`config.mk`:
```
export PLATFORM = sky130hd
export DESIGN_NAME = imm_decode_stage
export DESIGN_NICKNAME = d
export VERILOG_FILES = /design/src/rtl/rv_imm_pkg.sv /design/src/rtl/imm_extract.sv /design/src/rtl/imm_decode_stage.sv
export SDC_FILE = /design/constraint.sdc
export NUM_CORES = 1
export LEC_CHECK = 0
export ABC_AREA = 1
export BUFFER_PORTS_ARGS = -buffer_cell sky130_fd_sc_hd__buf_2
export CORE_ASPECT_RATIO = 1.25
export CORE_MARGIN = 2
export CORE_UTILIZATION = 59
export CTS_BUF_LIST = sky130_fd_sc_hd__clkbuf_8
export DETAILED_ROUTE_END_ITERATION = 6
export GPL_ROUTABILITY_DRIVEN = 1
export PLACE_DENSITY = 0.83
export RECOVER_POWER = 50
export REMOVE_ABC_BUFFERS = 1
export SLEW_MARGIN = 20
export SYNTH_ARGS = -nofsm -noshare
export SYNTH_HDL_FRONTEND = slang
export SYNTH_SLANG_ARGS = --single-unit
```
`constraint.sdc`:
```
create_clock -name clk -period 3.5 [get_ports clk]
set_input_delay 0.175 -clock clk [delete_from_list [all_inputs] [get_ports clk]]
set_output_delay 0.175 -clock clk [all_outputs]
set_load 0.01 [all_outputs]
```
`src/rtl/rv_imm_pkg.sv`:
```
// Shared constants for the immediate-decode stage: format codes, the
// RV opcodes that select a format, and the skid-buffer state encoding.
package rv_imm_pkg;

  localparam logic [2:0] FMT_I   = 3'b000;
  localparam logic [2:0] FMT_S   = 3'b001;
  localparam logic [2:0] FMT_B   = 3'b010;
  localparam logic [2:0] FMT_U   = 3'b011;
  localparam logic [2:0] FMT_J   = 3'b100;
  localparam logic [2:0] FMT_Z   = 3'b101;
  localparam logic [2:0] FMT_ILL = 3'b111;

  localparam logic [6:0] OP_LOAD   = 7'b0000011;
  localparam logic [6:0] OP_IMM    = 7'b0010011;
  localparam logic [6:0] OP_IMM32  = 7'b0011011;
  localparam logic [6:0] OP_JALR   = 7'b1100111;
  localparam logic [6:0] OP_STORE  = 7'b0100011;
  localparam logic [6:0] OP_BRANCH = 7'b1100011;
  localparam logic [6:0] OP_LUI    = 7'b0110111;
  localparam logic [6:0] OP_AUIPC  = 7'b0010111;
  localparam logic [6:0] OP_JAL    = 7'b1101111;
  localparam logic [6:0] OP_SYSTEM = 7'b1110011;

  // Occupancy of the output/skid register pair.
  typedef enum logic [1:0] {
    BUF_EMPTY = 2'b00,
    BUF_ONE   = 2'b01,
    BUF_TWO   = 2'b10
  } buf_state_e;

endpackage

```
`src/rtl/imm_extract.sv`:
```
// Combinational immediate extraction: slices the instruction word according
// to the format code and sign/zero-extends the result to XLEN.
module imm_extract
  import rv_imm_pkg::*;
#(
  parameter int XLEN = 32
) (
  input  logic [31:0]     instr,
  input  logic [2:0]      fmt,
  output logic [XLEN-1:0] imm,
  output logic            illegal
);

  // Format-dependent field gather and extension; unknown codes yield zero.
  always_comb begin
    imm     = '0;
    illegal = 1'b0;
    case (fmt)
      FMT_I:   imm = XLEN'($signed(instr[31:20]));
      FMT_S:   imm = XLEN'($signed({instr[31:25], instr[11:7]}));
      FMT_B:   imm = XLEN'($signed({instr[31], instr[7], instr[30:25],
                                    instr[11:8], 1'b0}));
      FMT_U:   imm = XLEN'($signed({instr[31:12], 12'b0}));
      FMT_J:   imm = XLEN'($signed({instr[31], instr[19:12], instr[20],
                                    instr[30:21], 1'b0}));
      FMT_Z:   imm = XLEN'(instr[19:15]);
      default: begin
        imm     = '0;
        illegal = 1'b1;
      end
    endcase
  end

endmodule

```
`src/rtl/imm_decode_stage.sv`:
```
// Registered immediate-decode stage with a two-entry skid buffer. Decoding
// happens before the registers, so the skid register holds finished results
// and the output register is loaded either from the decoder or the skid.
module imm_decode_stage
  import rv_imm_pkg::*;
#(
  parameter int XLEN     = 32,
  parameter bit AUTO_SEL = 1'b1
) (
  input  logic            clk,
  input  logic            rst,
  input  logic            in_valid,
  output logic            in_ready,
  input  logic [31:0]     in_instr,
  input  logic [XLEN-1:0] in_pc,
  input  logic [2:0]      in_imm_sel,
  output logic            out_valid,
  input  logic            out_ready,
  output logic [XLEN-1:0] out_imm,
  output logic [2:0]      out_fmt,
  output logic            out_illegal,
  output logic [XLEN-1:0] out_pc,
  output logic [XLEN-1:0] out_target
);

  buf_state_e      state_r, state_s;
  logic [2:0]      auto_fmt_s, fmt_s;
  logic [XLEN-1:0] imm_s, target_s;
  logic            illegal_s;
  logic            acc_s, drn_s;
  logic            load_out_in_s, load_out_skid_s, load_skid_s;

  logic [XLEN-1:0] skid_imm_r, skid_pc_r, skid_target_r;
  logic [2:0]      skid_fmt_r;
  logic            skid_illegal_r;

  // Opcode to format map; SYSTEM splits on funct3[2] (immediate CSR forms).
  always_comb begin
    auto_fmt_s = FMT_ILL;
    case (in_instr[6:0])
      OP_LOAD, OP_IMM, OP_IMM32, OP_JALR: auto_fmt_s = FMT_I;
      OP_STORE:                           auto_fmt_s = FMT_S;
      OP_BRANCH:                          auto_fmt_s = FMT_B;
      OP_LUI, OP_AUIPC:                   auto_fmt_s = FMT_U;
      OP_JAL:                             auto_fmt_s = FMT_J;
      OP_SYSTEM: begin
        if (in_instr[14]) begin
          auto_fmt_s = FMT_Z;
        end else begin
          auto_fmt_s = FMT_I;
        end
      end
      default:                            auto_fmt_s = FMT_ILL;
    endcase
  end

  // Resolved format: opcode-derived or the external select passed unchanged.
  always_comb begin
    fmt_s = 3'b000;
    if (AUTO_SEL) begin
      fmt_s = auto_fmt_s;
    end else begin
      fmt_s = in_imm_sel;
    end
  end

  imm_extract #(
    .XLEN (XLEN)
  ) u_imm_extract (
    .instr   (in_instr),
    .fmt     (fmt_s),
    .imm     (imm_s),
    .illegal (illegal_s)
  );

  assign target_s = in_pc + imm_s;
  assign acc_s    = in_valid & in_ready;
  assign drn_s    = out_valid & out_ready;

  // Buffer next-state and register load selects.
  always_comb begin
    state_s         = state_r;
    load_out_in_s   = 1'b0;
    load_out_skid_s = 1'b0;
    load_skid_s     = 1'b0;
    case (state_r)
      BUF_EMPTY: begin
        if (acc_s) begin
          state_s       = BUF_ONE;
          load_out_in_s = 1'b1;
        end else begin
          state_s = BUF_EMPTY;
        end
      end
      BUF_ONE: begin
        if (acc_s && drn_s) begin
          state_s       = BUF_ONE;
          load_out_in_s = 1'b1;
        end else if (acc_s) begin
          state_s     = BUF_TWO;
          load_skid_s = 1'b1;
        end else if (drn_s) begin
          state_s = BUF_EMPTY;
        end else begin
          state_s = BUF_ONE;
        end
      end
      BUF_TWO: begin
        if (drn_s) begin
          state_s         = BUF_ONE;
          load_out_skid_s = 1'b1;
        end else begin
          state_s = BUF_TWO;
        end
      end
      default: state_s = BUF_EMPTY;
    endcase
  end

  // State register plus registered handshake flags derived from next state.
  always_ff @(posedge clk) begin
    if (rst) begin
      state_r   <= BUF_EMPTY;
      out_valid <= 1'b0;
      in_ready  <= 1'b1;
    end else begin
      state_r   <= state_s;
      out_valid <= (state_s != BUF_EMPTY);
      in_ready  <= (state_s != BUF_TWO);
    end
  end

  // Output register: fresh decode on pass-through, skid contents on refill.
  always_ff @(posedge clk) begin
    if (rst) begin
      out_imm     <= '0;
      out_fmt     <= 3'b000;
      out_illegal <= 1'b0;
      out_pc      <= '0;
      out_target  <= '0;
    end else if (load_out_in_s) begin
      out_imm     <= imm_s;
      out_fmt     <= fmt_s;
      out_illegal <= illegal_s;
      out_pc      <= in_pc;
      out_target  <= target_s;
    end else if (load_out_skid_s) begin
      out_imm     <= skid_imm_r;
      out_fmt     <= skid_fmt_r;
      out_illegal <= skid_illegal_r;
      out_pc      <= skid_pc_r;
      out_target  <= skid_target_r;
    end else begin
      out_imm     <= out_imm;
      out_fmt     <= out_fmt;
      out_illegal <= out_illegal;
      out_pc      <= out_pc;
      out_target  <= out_target;
    end
  end

  // Skid register captures a decoded item arriving while the output stalls.
  always_ff @(posedge clk) begin
    if (rst) begin
      skid_imm_r     <= '0;
      skid_fmt_r     <= 3'b000;
      skid_illegal_r <= 1'b0;
      skid_pc_r      <= '0;
      skid_target_r  <= '0;
    end else if (load_skid_s) begin
      skid_imm_r     <= imm_s;
      skid_fmt_r     <= fmt_s;
      skid_illegal_r <= illegal_s;
      skid_pc_r      <= in_pc;
      skid_target_r  <= target_s;
    end else begin
      skid_imm_r     <= skid_imm_r;
      skid_fmt_r     <= skid_fmt_r;
      skid_illegal_r <= skid_illegal_r;
      skid_pc_r      <= skid_pc_r;
      skid_target_r  <= skid_target_r;
    end
  end

endmodule

```
After elaboration in Yosys (flattened, before gate mapping)
Index checks and enable logic that the tools add are counted.

Register bits after elaboration: 204. Latch bits: 0. Memory bits (writable): 0. Bits in read-only memories: 0. Input bits: 71. Memories: 0.

Add/sub/neg operators: 1. Multiply operators: 0. Divide/modulo/power cells: 0. Order comparisons: 0. Equality and inequality tests: 18. Shift operators: 0. Muxes and demuxes: 27. Bitwise operators: 2. Reductions and logical operators: 8.

Operator list (number): $mux W32 (6); $pmux W32 S6 (1); $add A32 B32 Y32 (1); $eq A7 B7 Y1 const B (4); $eq A7 B5 Y1 const B (3); $pmux W3 S6 (1); $eq A7 B6 Y1 const B (2); $mux W1 (11); $mux W3 (3); $eq A7 B2 Y1 const B (1); $eq A3 B2 Y1 const B (2); $eq A3 B3 Y1 const B (2); $mux W2 (3); $pmux W2 S3 (1); $reduce_or A6 Y1 (1); $reduce_bool A2 Y1 (2); $reduce_or A4 Y1 (1); $eq A3 B1 Y1 const B (1); $logic_not A3 Y1 (1); $and A1 B1 Y1 (2); $eq A2 B1 Y1 const B (1); $eq A2 B2 Y1 const B (1); $logic_not A2 Y1 (1); $ne A2 B2 Y1 const B (1); 3 further kinds (3).

Longest topological paths before layout
Word-level depth: 7. Gate-level depth with buffers: 26. Mapped depth without buffers: 26.

Hierarchy
From an unflattened synthesis, not the netlist that was laid out.

Cell total of the unflattened synthesis: 1572. Area, all modules: 10719.0 um2.

By module, submodules not included: imm_decode_stage (instances 1, cells an instance 1441, area an instance 10082.2 um2, sequential area each 4083.9 um2); imm_extract (instances 1, cells an instance 131, area an instance 636.9 um2, sequential area each 0.0 um2).

Worst setup path before layout
Ideal clock, no wire load.

Path type: input -> register. Start point: input port in_instr[1]. End point: register skid_target_r[22]. Library setup time: 116 ps. Data arrival time: 2705 ps. Data required time: 3384 ps. Path slack: 679 ps. Stages: 21. Buffers on the path: 0. Cells stage by stage: nand2_2 nor2_1 nand2_1 nand2_1 nor2_1 o21ai_0 inv_1 nand3_1 nand2_1 ha_1 inv_1 fa_1 nand3b_1 nand2_1 a21boi_1 o21ai_0 nand3_1 nand3_1 nand3_1 o211ai_1 inv_1.

Longest elaborated chain between the ends: 6. Elaborated cells on any way between the ends: 21. Those cells by class: add/sub (1); eq/ne (15); mux (2); reduce/logical (3).

RTL lines: start: declaration (line imm_decode_stage.sv:14) `input logic [31:0] in_instr,`; $eq A7 B2 Y1, or another cell as far along (line imm_decode_stage.sv:40) `case (in_instr[6:0])`; $reduce_or A4 Y1 / $reduce_or A2 Y1 (equally long branches) (line imm_decode_stage.sv:40); $pmux W3 S6 * (line imm_decode_stage.sv:40); $eq A3 B3 Y1, or another cell as far along (line imm_extract.sv:18) `case (fmt)`; $pmux W32 S6 * (line imm_extract.sv:18); via imm_s[0] (line imm_decode_stage.sv:28) `logic [XLEN-1:0] imm_s, target_s;`; $add A32 B32 Y32 * (line imm_decode_stage.sv:76) `assign target_s = in_pc + imm_s;`; end signal: assignment (line imm_decode_stage.sv:175) `skid_target_r <= target_s;`; end signal: assignment (line imm_decode_stage.sv:181) `skid_target_r <= skid_target_r;`; end: declaration (line imm_decode_stage.sv:33) `logic [XLEN-1:0] skid_imm_r, skid_pc_r, skid_target_r;`.

The timed path passes the listed nets; every way through them passes the cells marked *. A chain may end at the register's enable or synchronous reset.

Final worst setup path
Start point: register state_r[1]. End point: register out_target[5].

Longest elaborated chain between the ends: 3. Elaborated cells on any way between the ends: 7. Those cells by class: eq/ne (2); mux (3); reduce/logical (2).

RTL lines: start: declaration (line imm_decode_stage.sv:26) `buf_state_e state_r, state_s;`; start signal: assignment (line imm_decode_stage.sv:127) `state_r <= state_s;`; $eq A2 B1 Y1, or another cell as far along (line imm_decode_stage.sv:86) `case (state_r)`; $pmux W1 S2 / $mux W1 (equally long branches) (line imm_decode_stage.sv:86); $mux W32 / $reduce_bool A2 Y1 (equally long branches); end signal: assignment (line imm_decode_stage.sv:146) `out_target <= target_s;`; end signal: assignment (line imm_decode_stage.sv:152) `out_target <= skid_target_r;`; end signal: assignment (line imm_decode_stage.sv:158) `out_target <= out_target;`; end: declaration (line imm_decode_stage.sv:23) `output logic [XLEN-1:0] out_target`.

Several ways; a longest one is shown, not always the timed one.

==> qor.yml <==
die-height_um: 154
synth-simple-area-share_pct: 23.5
numCtsBuffers: 34
grt_max_degree: 78
post-route-period-util_pct: 88.9
status: "finished, violations left"
synth_cell_types: 47
power.density_nw_per_um2: 463
io_buffers: 169
fp.coreArea_um2: 17500
r2r_cells: 10
critPathMaxStageDelay_ns: 1.11
hp-class: "input pin to flip-flop"
drv_slew: 34
avgSynthCellArea_um2: 7.24
cts_sinks: 204
synthCells: 1459
synthXorXnorAreaFrac_pct: 1.33
ys_warn_count: 0
critPathTopFamily: "buffers and inverters"
synth_top_family_by_area: "compound AO/OA/AOI/OAI gates"
synth-seq-cells: 204
r2r_slack_ns: 0.39
synth_area_leaders: "dfxtp_1 39%, nand2_1 11%, a21oi_1 7.3%"
rows: 54
finalSetupViolCount: 0
clk_latency_ns: 0.52
netlist.area_leader.share_pct: 38.7
hold_path_end: "out_imm[31]"
initial_core_util_pct: 60.3
drc: 0
grt_pass1_vias: 10500
dr.pass1.iters: 5
path_clk_slew_ns: 0.06
failed_checks: "capacitance limit, slew limit"
hold_viol: 0
min_from: "in_instr[31]"
muxShareOfSynthArea_pct: 0
worstMarginPinSlew_ns: 1.54
final_common_cell: "nand2_1"
fin_crit_ns: 3.11
required_ns: 3.96
final_cell_count_no_fill: 1889
path_class: "flip-flop to flip-flop"
die_w_um: 124
worst-path-buf-inv: 5
endpoint_kind: "flip-flop"
relSlewSlack_pct: -2.38
htreeDepth: 2
ir_worst_vdd_uv: 398
cpMaxStageDelayCell: "clkbuf_1"
vias_per_cell: 5.72
drtAntennaViolNets: 0
wl_per_cell_um: 16.8
cts_tree: "done"
syn2layout_area_growth_pct: 18.0
n_fill_cell: 1499
cp_max_fo: 33
grt.overflow.total: 0
synth_compound_area_share_pct: 23.9
yosys.area_share.adder_pct: 4.10
tns_ns: 0
r2r_start: "state_r[1]"
drv_cap: 1
fin_hold_ws_ns: 0.0283
yosysSeqAreaShare_pct: 38.7
reg2reg_to: "out_target[5]"
grt_setup_unrepaired: "false"
final_cell_mix: "301 x nand2_1, 204 x dfxtp_1, 153 x a21oi_1"
nets: 1748
netlist_area_um2: 10600
antenna_found_initial: 0
cts_resized: 0
drive_gt1_share_pct: 10.9
synth_area_leader_cell: "dfxtp_1"
routed_wirelength_um: 31800
dp_cells: 1793
grt_pass1_wl_um: 51000
pin_count: 173
drt-initial-drc-count: 925
p_leak_nw: 5.72
min_delay_path_depth: 3
fmax_mhz: 321
cts_max_path_buffers: 3
fin_skew_ns: 0.0166
cp_cell_sequence: "inv_1, nor2_1, nand2_1, inv_1, nor2_1, clkinv_1, clkbuf_1, nor2_1, a211o_1, inv_1"
hpwlAfterDp_um: 21500
via_count: 10800
track_usage_pct: 33.5
arrival_ns: 3.57
cp-start-kind: "flip-flop"
die_area_um2: 19000
clockRootBuffer: "clkbuf_8"
place_congestion: 0.955
antenna_cells: 0
-- worst max path at each step --
stage           startpoint              to  cells past startpoint
2_1_floorplan    out_valid     out_illegal                      8
3_3_place_gp   in_instr[1]  out_target[22]                     23
3_5_place_dp   in_instr[1]  out_target[22]                     23
4_1_cts        in_instr[1]  out_target[22]                     23
5_1_grt        in_instr[2]  out_target[30]                     25
6_report        state_r[1]   out_target[5]                     10
-- power breakdown --
part	internal [mW]	switching, mW
clock network	1.17	0.959
registers	2.52	0.101
logic	0.350	0.670
-- synth_stat cells (all sizes together) --
cell type and instances:
o211ai 28, nor3 4, a21boi 1, xnor2 6
o21a 2, o21ai 142, o21bai 36, ha 33
a211o 1, a21oi 153, nand4 15, a31oi 1
a21o 8, or2 6, nand3b 2, nor2 154
nor4 3, clkbuf 59, o221ai 36, buf 26
a211oi 1, nand3 68, o22ai 1, nand2 309
inv 137, fa 1, a22oi 12, dfxtp 204
xor2 10
-- flip-flops by register name, indices dropped and copies added (netlist names), 2 cells and up --
register and count:
out_pc 32, out_imm 32, state_r 2, skid_imm_r 32
skid_fmt_r 3, skid_pc_r 32, out_fmt 3, skid_target_r 32
out_target 32
-- cell families after synthesis --
kind of cell,Yosys count
compound gates,422
xor+xnor,16
fa+ha+maj,34
buf+inv,222
flops,204
simple gates,561
-- area by class of cell --
class / instances / area, um2 / share of cell area (%)
multi-input cells: 1033 / 5590 / 44.8
flip-flops and latches: 204 / 4080 / 32.8
repair buffers: 233 / 1320 / 10.6
clock buffers: 39 / 537 / 4.31
inverters: 137 / 517 / 4.15
well taps: 224 / 280 / 2.25
clock inverters: 19 / 135 / 1.08
-- metrics by stage --
step | cell area [um2] | util, % | setup slack (ns) | power (mW)
finish | 12500 | 71.2 | 0.389 | 5.77
floorplan | 10200 | - | -1.58 | 3.26
global placement | 11600 | 66.0 | 0.155 | 3.63
detailed placement | 11600 | 66.0 | 0.0791 | 3.66
global route | 12500 | 71.2 | 0.144 | 6.01
CTS | 12600 | 72.0 | 0.618 | 5.80
-- routing by layer --
metal | vias up | GRT usage, % | wire, um
li1 | 5265 | - | -
met1 | 5041 | 40.9 | 13400
met2 | 399 | 58.0 | 15600
met3 | 92 | 4.93 | 1610
met4 | 0 | 14.0 | 1230
met5 | - | 0 | 0
-- tightest hold or removal path: cells and delay by family --
kind | cells | cell delay [ns]
buffers and inverters | 1 | 0.16
AND/OR/NAND/NOR | 1 | 0.10
AO/OA/AOI/OAI | 1 | 0.05
-- repair_timing --
action | in CTS | in global routing
hold buffers | 38 | 0
setup endpoints to repair | 0 | 0
endpoints found under the hold margin | 43 | 0
setup buffers | 0 | 0
(Power assumes the default switching activity.)
